<file path="src/rtl/pc_seq_pkg.sv">
// Shared types and constants for the IF-stage program-counter sequencer.
// Latency: n/a (declarations only).
// Backpressure: n/a.
// Contents: the pc_state_t state encoding, the default width and reset PC, the
// next-PC select encoding, and npc_select(), which applies the RUN-state priority
// list (halt > jump > branch > stall > increment).
package pc_seq_pkg;

   localparam int PC_WIDTH_DEF = 32;
   localparam logic [31:0] RESET_PC_DEF = 32'h0000_0000;

   // Plain 2-bit encoding so the values survive unchanged into netlists and dumps.
   typedef logic [1:0] pc_state_t;
   localparam pc_state_t IDLE      = 2'd0;
   localparam pc_state_t RUN       = 2'd1;
   localparam pc_state_t HALT      = 2'd2;
   localparam pc_state_t STEP_WAIT = 2'd3;

   typedef logic [1:0] npc_sel_t;
   localparam npc_sel_t NPC_HOLD = 2'd0;
   localparam npc_sel_t NPC_INC  = 2'd1;
   localparam npc_sel_t NPC_BR   = 2'd2;
   localparam npc_sel_t NPC_JMP  = 2'd3;

   // A redirect beats a stall: the stalled slot is squashed downstream.
   function automatic npc_sel_t npc_select(input logic halt,
                                           input logic jump,
                                           input logic branch,
                                           input logic stall);
      npc_sel_t sel;
      if (halt)        sel = NPC_HOLD;
      else if (jump)   sel = NPC_JMP;
      else if (branch) sel = NPC_BR;
      else if (stall)  sel = NPC_HOLD;
      else             sel = NPC_INC;
      return sel;
   endfunction

endpackage

</file>
<file path="src/rtl/pc_sequencer_if.sv">
// Interface bundling the sequencer's control inputs and PC/status outputs.
// Latency: n/a (wires only).
// Backpressure: none; stall_i from the hazard unit is the only hold request.
// Modports:
//   master - the sequencer: consumes control/targets/pc_inc_i, drives pc_o and status.
//   slave  - the pipeline side (incrementer, hazard, branch/jump resolution, debug unit).
interface pc_sequencer_if
   import pc_seq_pkg::*;
#(
   parameter int PC_WIDTH  = PC_WIDTH_DEF,
   parameter int CNT_WIDTH = 32
);
   logic                 enable_i;
   logic [PC_WIDTH-1:0]  pc_inc_i;
   logic                 stall_i;
   logic                 branch_taken_i;
   logic [PC_WIDTH-1:0]  branch_target_i;
   logic                 jump_i;
   logic [PC_WIDTH-1:0]  jump_target_i;
   logic                 halt_i;
   logic                 step_i;
   logic [PC_WIDTH-1:0]  pc_o;
   logic                 fetch_valid_o;
   logic                 halted_o;
   logic [CNT_WIDTH-1:0] fetch_cnt_o;

   modport master (
      input  enable_i, pc_inc_i, stall_i, branch_taken_i, branch_target_i,
             jump_i, jump_target_i, halt_i, step_i,
      output pc_o, fetch_valid_o, halted_o, fetch_cnt_o
   );

   modport slave (
      output enable_i, pc_inc_i, stall_i, branch_taken_i, branch_target_i,
             jump_i, jump_target_i, halt_i, step_i,
      input  pc_o, fetch_valid_o, halted_o, fetch_cnt_o
   );
endinterface

</file>
<file path="src/rtl/pc_sequencer_sat_counter.sv">
// Saturating up-counter: counts inc pulses, sticks at all-ones, clear wins over inc.
// Latency: 1 cycle from inc/clear to count.
// Backpressure: none; an inc while saturated is dropped.
// Ports: clk, clear (synchronous), inc, count[WIDTH-1:0].
module sat_counter #(
   parameter int WIDTH = 32
) (
   input  logic             clk,
   input  logic             clear,
   input  logic             inc,
   output logic [WIDTH-1:0] count
);

   always_ff @(posedge clk) begin
      if (clear) begin
         count <= '0;
      end else if (inc && !(&count)) begin
         count <= count + WIDTH'(1);
      end
   end

endmodule

</file>
<file path="src/rtl/pc_sequencer.sv">
// Program-counter register and fetch sequencer of the IF stage.
// Latency: a redirect/increment sampled at edge N appears on pc_o after edge N; all outputs registered.
// Backpressure: stall_i holds the PC (redirects still apply); halt is sticky until reset_n.
// Ports: clk, reset_n (synchronous, active-low), bus (pc_sequencer_if.master):
//   control/targets in (enable_i, stall_i, branch_*, jump_*, halt_i, step_i, pc_inc_i),
//   pc_o, fetch_valid_o, halted_o, fetch_cnt_o out.
// Build option: PC_STEP_EN - the run state becomes STEP_WAIT and the PC makes one
// update per cycle with step_i high; without it step_i is ignored.
module pc_sequencer
   import pc_seq_pkg::*;
#(
   parameter int                  PC_WIDTH  = PC_WIDTH_DEF,
   parameter logic [PC_WIDTH-1:0] RESET_PC  = PC_WIDTH'(RESET_PC_DEF),
   parameter int                  CNT_WIDTH = 32
) (
   input  logic              clk,
   input  logic              reset_n,
   pc_sequencer_if.master    bus
);

`ifdef PC_STEP_EN
   localparam pc_state_t ACTIVE = STEP_WAIT;
`else
   localparam pc_state_t ACTIVE = RUN;
`endif

   pc_state_t           state;
   pc_state_t           state_nxt;
   npc_sel_t            sel;
   logic                active;
   logic                fetch_valid_nxt;
   logic [PC_WIDTH-1:0] pc;
   logic [PC_WIDTH-1:0] pc_nxt;
   logic                fetch_valid;
   logic                halted;
   logic                unused_step;

   // In the default build every RUN cycle may update; in step mode only step_i cycles do.
`ifdef PC_STEP_EN
   assign active      = bus.step_i;
   assign unused_step = 1'b0;
`else
   assign active      = 1'b1;
   assign unused_step = bus.step_i;
`endif

   always_comb begin
      state_nxt = state;
      sel       = NPC_HOLD;
      case (state)
         IDLE: begin
            // The PC does not move on the edge that starts execution.
            if (bus.enable_i) state_nxt = ACTIVE;
         end
         ACTIVE: begin
            if (active) begin
               sel = npc_select(bus.halt_i, bus.jump_i, bus.branch_taken_i, bus.stall_i);
               if (bus.halt_i) begin
                  state_nxt = HALT;
               end else if (!bus.enable_i) begin
                  // Leaving run: a pending redirect still lands, a plain increment does not.
                  state_nxt = IDLE;
                  if (sel == NPC_INC) sel = NPC_HOLD;
               end
            end else if (!bus.enable_i) begin
               state_nxt = IDLE;
            end
         end
         HALT: begin
            state_nxt = HALT;
         end
         default: begin
            state_nxt = IDLE;
         end
      endcase
   end

   always_comb begin
      case (sel)
         NPC_INC: pc_nxt = bus.pc_inc_i;
         NPC_BR:  pc_nxt = bus.branch_target_i;
         NPC_JMP: pc_nxt = bus.jump_target_i;
         default: pc_nxt = pc;
      endcase
   end

   // fetch_valid describes the cycle that follows the edge: registered view of
   // "in run and not stalled". In step mode only an actual step cycle fetches.
`ifdef PC_STEP_EN
   assign fetch_valid_nxt = (state == ACTIVE) && (state_nxt == ACTIVE) && active && !bus.stall_i;
`else
   assign fetch_valid_nxt = (state_nxt == ACTIVE) && !bus.stall_i;
`endif

   always_ff @(posedge clk) begin
      if (!reset_n) begin
         state       <= IDLE;
         pc          <= RESET_PC;
         fetch_valid <= 1'b0;
         halted      <= 1'b0;
      end else begin
         state       <= state_nxt;
         pc          <= pc_nxt;
         fetch_valid <= fetch_valid_nxt;
         halted      <= (state_nxt == HALT);
      end
   end

   // Every PC load counts, including a redirect to the current address.
   sat_counter #(
      .WIDTH (CNT_WIDTH)
   ) u_fetch_cnt (
      .clk   (clk),
      .clear (!reset_n),
      .inc   (sel != NPC_HOLD),
      .count (bus.fetch_cnt_o)
   );

   assign bus.pc_o          = pc;
   assign bus.fetch_valid_o = fetch_valid;
   assign bus.halted_o      = halted;

endmodule

</file>
<file path="src/flat_wrapper.sv">
// flat-port wrapper written by rule: the top's interface ports become plain ports
module pc_sequencer_flat import pc_seq_pkg::*;
#(
   parameter int                  PC_WIDTH  = PC_WIDTH_DEF,
   parameter logic [PC_WIDTH-1:0] RESET_PC  = PC_WIDTH'(RESET_PC_DEF),
   parameter int                  CNT_WIDTH = 32
)
  (clk, reset_n, bus_enable_i, bus_pc_inc_i, bus_stall_i, bus_branch_taken_i, bus_branch_target_i, bus_jump_i, bus_jump_target_i, bus_halt_i, bus_step_i, bus_pc_o, bus_fetch_valid_o, bus_halted_o, bus_fetch_cnt_o);
  pc_sequencer_if #(.PC_WIDTH(PC_WIDTH), .CNT_WIDTH(CNT_WIDTH)) bus_i ();
  input  logic clk;
  input  logic reset_n;
  input wire logic [$bits(bus_i.enable_i)-1:0] bus_enable_i;
  input wire logic [$bits(bus_i.pc_inc_i)-1:0] bus_pc_inc_i;
  input wire logic [$bits(bus_i.stall_i)-1:0] bus_stall_i;
  input wire logic [$bits(bus_i.branch_taken_i)-1:0] bus_branch_taken_i;
  input wire logic [$bits(bus_i.branch_target_i)-1:0] bus_branch_target_i;
  input wire logic [$bits(bus_i.jump_i)-1:0] bus_jump_i;
  input wire logic [$bits(bus_i.jump_target_i)-1:0] bus_jump_target_i;
  input wire logic [$bits(bus_i.halt_i)-1:0] bus_halt_i;
  input wire logic [$bits(bus_i.step_i)-1:0] bus_step_i;
  output wire logic [$bits(bus_i.pc_o)-1:0] bus_pc_o;
  output wire logic [$bits(bus_i.fetch_valid_o)-1:0] bus_fetch_valid_o;
  output wire logic [$bits(bus_i.halted_o)-1:0] bus_halted_o;
  output wire logic [$bits(bus_i.fetch_cnt_o)-1:0] bus_fetch_cnt_o;
  assign bus_i.enable_i = bus_enable_i;
  assign bus_i.pc_inc_i = bus_pc_inc_i;
  assign bus_i.stall_i = bus_stall_i;
  assign bus_i.branch_taken_i = bus_branch_taken_i;
  assign bus_i.branch_target_i = bus_branch_target_i;
  assign bus_i.jump_i = bus_jump_i;
  assign bus_i.jump_target_i = bus_jump_target_i;
  assign bus_i.halt_i = bus_halt_i;
  assign bus_i.step_i = bus_step_i;
  assign bus_pc_o = bus_i.pc_o;
  assign bus_fetch_valid_o = bus_i.fetch_valid_o;
  assign bus_halted_o = bus_i.halted_o;
  assign bus_fetch_cnt_o = bus_i.fetch_cnt_o;
  pc_sequencer #(.PC_WIDTH(PC_WIDTH), .RESET_PC(RESET_PC), .CNT_WIDTH(CNT_WIDTH)) u_core (.clk(clk), .reset_n(reset_n), .bus(bus_i));
endmodule
</file>
<file path="config.mk">
export PLATFORM = sky130hd
export DESIGN_NAME = pc_sequencer_flat
export DESIGN_NICKNAME = d
export VERILOG_FILES = /design/src/rtl/pc_seq_pkg.sv /design/src/rtl/pc_sequencer_if.sv /design/src/rtl/pc_sequencer_sat_counter.sv /design/src/rtl/pc_sequencer.sv /design/src/flat_wrapper.sv
export SDC_FILE = /design/constraint.sdc
export NUM_CORES = 1
export LEC_CHECK = 0
export ABC_AREA = 1
export BUFFER_PORTS_ARGS = -buffer_cell sky130_fd_sc_hd__buf_4
export CORE_MARGIN = 5
export CORE_UTILIZATION = 35
export DETAILED_ROUTE_END_ITERATION = 10
export PLACE_DENSITY_LB_ADDON = 0.12
export SYNTH_ARGS = -nofsm -noshare
export SYNTH_HDL_FRONTEND = slang
export SYNTH_SLANG_ARGS = --single-unit
</file>
<file path="constraint.sdc">
create_clock -name clk -period 1.7 [get_ports clk]
set_input_delay 0.17 -clock clk [delete_from_list [all_inputs] [get_ports clk]]
set_output_delay 0.17 -clock clk [all_outputs]
set_load 0.03 [all_outputs]
</file>
==> flow_metrics.tcl <==
set metrics [dict create \
    track_usage_pct 20.2 \
    p_int_mw 2.62 \
    post_route_cells_drive_above_1_share_pct 36.6 \
    place_worst_setup_slack_ns -0.0330 \
    cts-root-to-sink-buffers 2 \
    number_of_buffers_created_by_cts 9 \
    core.rowCount 37 \
    finClkSkew_ns 0.00550 \
    netlist_top_cells_area "dfxtp_1 (36%), nand2_1 (20%), o21ai_0 (9.2%)" \
    h-tree-depth 3 \
    mappedNetlistNets 684 \
    worstSkewPairLatency_ns 0.35 \
    yosys.area.top_type "dfxtp_1" \
    worst_pin_slew_ns 0.396 \
    synth_warnings 0 \
    worst_setup_path_startpoint "u_core.u_fetch_cnt.count[0]" \
    reg2reg_from "u_core.u_fetch_cnt.count[0]" \
    worst_slew_margin_pct 73.5 \
    reg2regPathDepth 11 \
    critical_path_class "flop to flop" \
    crit_share_post_route_pct 92.6 \
    post-layout-total-power_mw 3.63 \
    timing.critical_path.to_type "flop" \
    seq_power_share_pct 46.6 \
    switching_share_pct 27.9 \
    power.density_mw_per_mm2 641 \
    postLayoutSetupSlackWorst_ns 0.126 \
    hold-worst-slack_ns 0.0749 \
    post_synthesis_cell_count 579 \
    r2r-end "u_core.u_fetch_cnt.count[23]" \
    grt_first_pass_wirelength_um 21100 \
    fmaxAchievable_mhz 635 \
    cp.required_ns 1.95 \
    path_common_cell "nor2_1" \
    antenna_found_initial 0 \
    worst_path_max_delay_cell "dfxtp_4" \
    regToRegSetupSlack_ns 0.13 \
    worst_hold_startpoint "bus_jump_target_i[7]" \
    wire_per_inst_um 14.2 \
    chipWidth_um 114 \
    post_layout_nonfiller_instances 909 \
    report.final.hold_viol_count 0 \
    dieHeight_um 114 \
    routability_congestion_estimate_from_global_placement 0.894 \
    maxCapViolCount 0 \
    total_switching_power_mw 1.01 \
    tritoncts_num_sinks 68 \
    drt_wl_total_um 12900 \
    holdPathStages 3 \
    clock_tree.root_cell "clkbuf_8" \
    comb_power_share_pct 18.2 \
    first_global_vias 4418 \
    share_clk_of_total_power_pct 35.2 \
    placedInstanceArea_mm2 0.00534 \
    run_status "finished clean" \
    count_of_input_and_output_buffers 168 \
    worstPathMaxFanout 7 \
    timing.critical_path.buf_inv 2 \
    drt-initial-drc-count 186 \
    clk_pin_slew_worst_paths_ns 0.07 \
    mappedNetlistArea_mm2 0.00377 \
    post_synthesis_area_per_instance_um2 6.51 \
    synth_cell_types 28 \
    critPathTopFamily "simple AND/OR/NAND/NOR gates" \
    crit_chain "ha_4 -> inv_2 -> nor2_4 -> nand2_4 -> nor2_4 -> nand2_4 -> nand2_8 -> buf_8 -> nor2_1 -> nor2_1 -> nor2_1" \
    cp_slowest_stage_delay_ns 0.38 \
    post-route-drc-count 0 \
    grt-ovfl-total 0 \
    place.detailed.instances 890 \
    yosys.area.top_type_share_pct 36.1 \
    min_delay_worst_type "input port to flop" \
    ir_worst_vdd_v 0.000297 \
    worst_hold_endpoint "u_core.bus.pc_o[7]" \
    ant_nets 0 \
    tritoncts_clock_tree "built" \
    core_mm2 0.0104 \
    drt_pass1_iterations 4 \
    register_bit_count_reported_by_yosys 68 \
    layout-area-overhead-vs-synth_pct 50.5 \
    final.min_clock_period_ns 1.57 \
    final_core_util_pct 54.4 \
    timing.final.max_slew_violations 0 \
    n_antenna_cell 0 \
    grt_start_max_net_pins 35 \
    area_used_by_sequential_logic_in_the_layout_mm2 0.00139 \
    timing.critical_path.from_type "flop" \
    setup_violations 0 \
    final_design_area_no_fill_mm2 0.00567 \
    num_vias 4386 \
    rsz0062_at_grt "yes" \
    cp.arrival_ns 1.83 \
    net_count_of_the_finished_layout 873 \
    cellLeakagePower_nw 2.44 \
    fp.dieArea_mm2 0.0129 \
    filler_cell_count 1062 \
    multiInputGateArea_mm2 0.00222 \
    viasPerCell 4.83 \
    tns_ns 0 \
    initial_utilization_pct 36.2 \
    ys_seq_area_share_pct 36.1 \
    detailed_place_hpwl_um 10000 \
    design.portCount 170 \
]
-- cells by family (layout without fill, tap and decap cells) --
family | Yosys count | after routing | synth area share (%)
AOI/OAI and AO/OA | 126 | 126 | 18.9
xor gates and xnor gates | 14 | 14 | 3.25
adders and majority gates | 1 | 1 | 0.332
buffers and inverters | 59 | 253 | 7.20
DFF | 68 | 68 | 36.1
and+or+nand+nor | 311 | 311 | 34.2
-- Yosys cell counts (all sizes together) --
| master | number |
|---|---|
| a211oi | 2 |
| a21oi | 23 |
| a31oi | 32 |
| buf | 12 |
| clkbuf | 15 |
| clkinv | 1 |
| dfxtp | 68 |
| ha | 1 |
| inv | 31 |
| nand2 | 211 |
| nand3 | 12 |
| nand4 | 6 |
| nor2 | 73 |
| nor3 | 7 |
| nor3b | 1 |
| nor4 | 1 |
| o21ai | 69 |
| xnor2 | 5 |
| xor2 | 9 |
-- worst max-delay path by stage --
stage	endpoint	slack (ns)	cells past startpoint
after CTS	u_core.u_fetch_cnt.count[25]	0.01	7
after floorplan	u_core.u_fetch_cnt.count[30]	0.00003	10
after detailed placement	u_core.u_fetch_cnt.count[14]	-0.03	7
after global placement	u_core.u_fetch_cnt.count[16]	0.08	10
after global routing	u_core.u_fetch_cnt.count[24]	-0.008	13
final	u_core.u_fetch_cnt.count[23]	0.13	11
-- area by class of cell --
type	count	area share, %
multi-input combinational	452	39.1
clock inverter	1	0.0883
tap	136	3.00
clock buffer	15	3.11
sequential	68	24.6
timing repair buffer	205	27.9
inverter	32	2.21
-- worst min-delay path: stages --
cell and delay, ns:
buf_4 0.08, nand2_1 0.04, a31oi_1 0.11
-- flip-flops by register name, summed over array words and instances, names as in the netlist --
register and cells:
u_core.state 2, u_core.u_fetch_cnt.count 32, u_core.bus.pc_o 32, u_core.bus.fetch_valid_o 1
u_core.bus.halted_o 1
-- layer usage --
layer | GRT usage (%) | vias up | wire length, um | share of wire (%)
li1 | - | 2271 | - | -
met1 | 23.1 | 1949 | 5260 | 41
met2 | 34.9 | 149 | 6340 | 49
met3 | 6.63 | 17 | 1070 | 8.3
met4 | 7.61 | 0 | 249 | 1.9
met5 | 0 | - | 0 | 0
-- cell usage in the layout (no fill, tap or decap), types with 2 or more instances in the layout --
master    instances
nand2_4           3
dfxtp_4           2
buf_4           197
buf_6             4
nor2_1           63
clkbuf_1          3
dfxtp_1          46
nor2_4            4
nand2_1         194
a211oi_1          2
a21oi_2          10
xor2_1            9
nor2_2            6
nand2_2          13
nor3_1            6
nand3_1          10
buf_8             2
a31oi_1          32
nand4_1           6
clkbuf_8         12
o21ai_0          68
nand3_2           2
dfxtp_2          20
inv_1            29
xnor2_1           5
a21oi_1          13
-- timing repair --
item	CTS	global route
endpoints found under the hold margin	1	0
hold buffers	1	0
buffers inserted	0	2
setup endpoints to repair	9	63
pin swaps	0	6
resized for setup	1	34
-- power by group through the flow --
| stage | logic, mW | clock network, mW | registers [mW] |
|---|---|---|---|
| final | 0.663 | 1.28 | 1.69 |
| after global routing | 0.719 | 1.37 | 1.70 |
| after CTS | 0.646 | 1.31 | 1.69 |
| after detailed placement | 0.644 | 0 | 1.72 |
| after global placement | 0.640 | 0 | 1.72 |
| after floorplan | 0.196 | 0 | 1.84 |
Power figures use the tool's default switching activity.
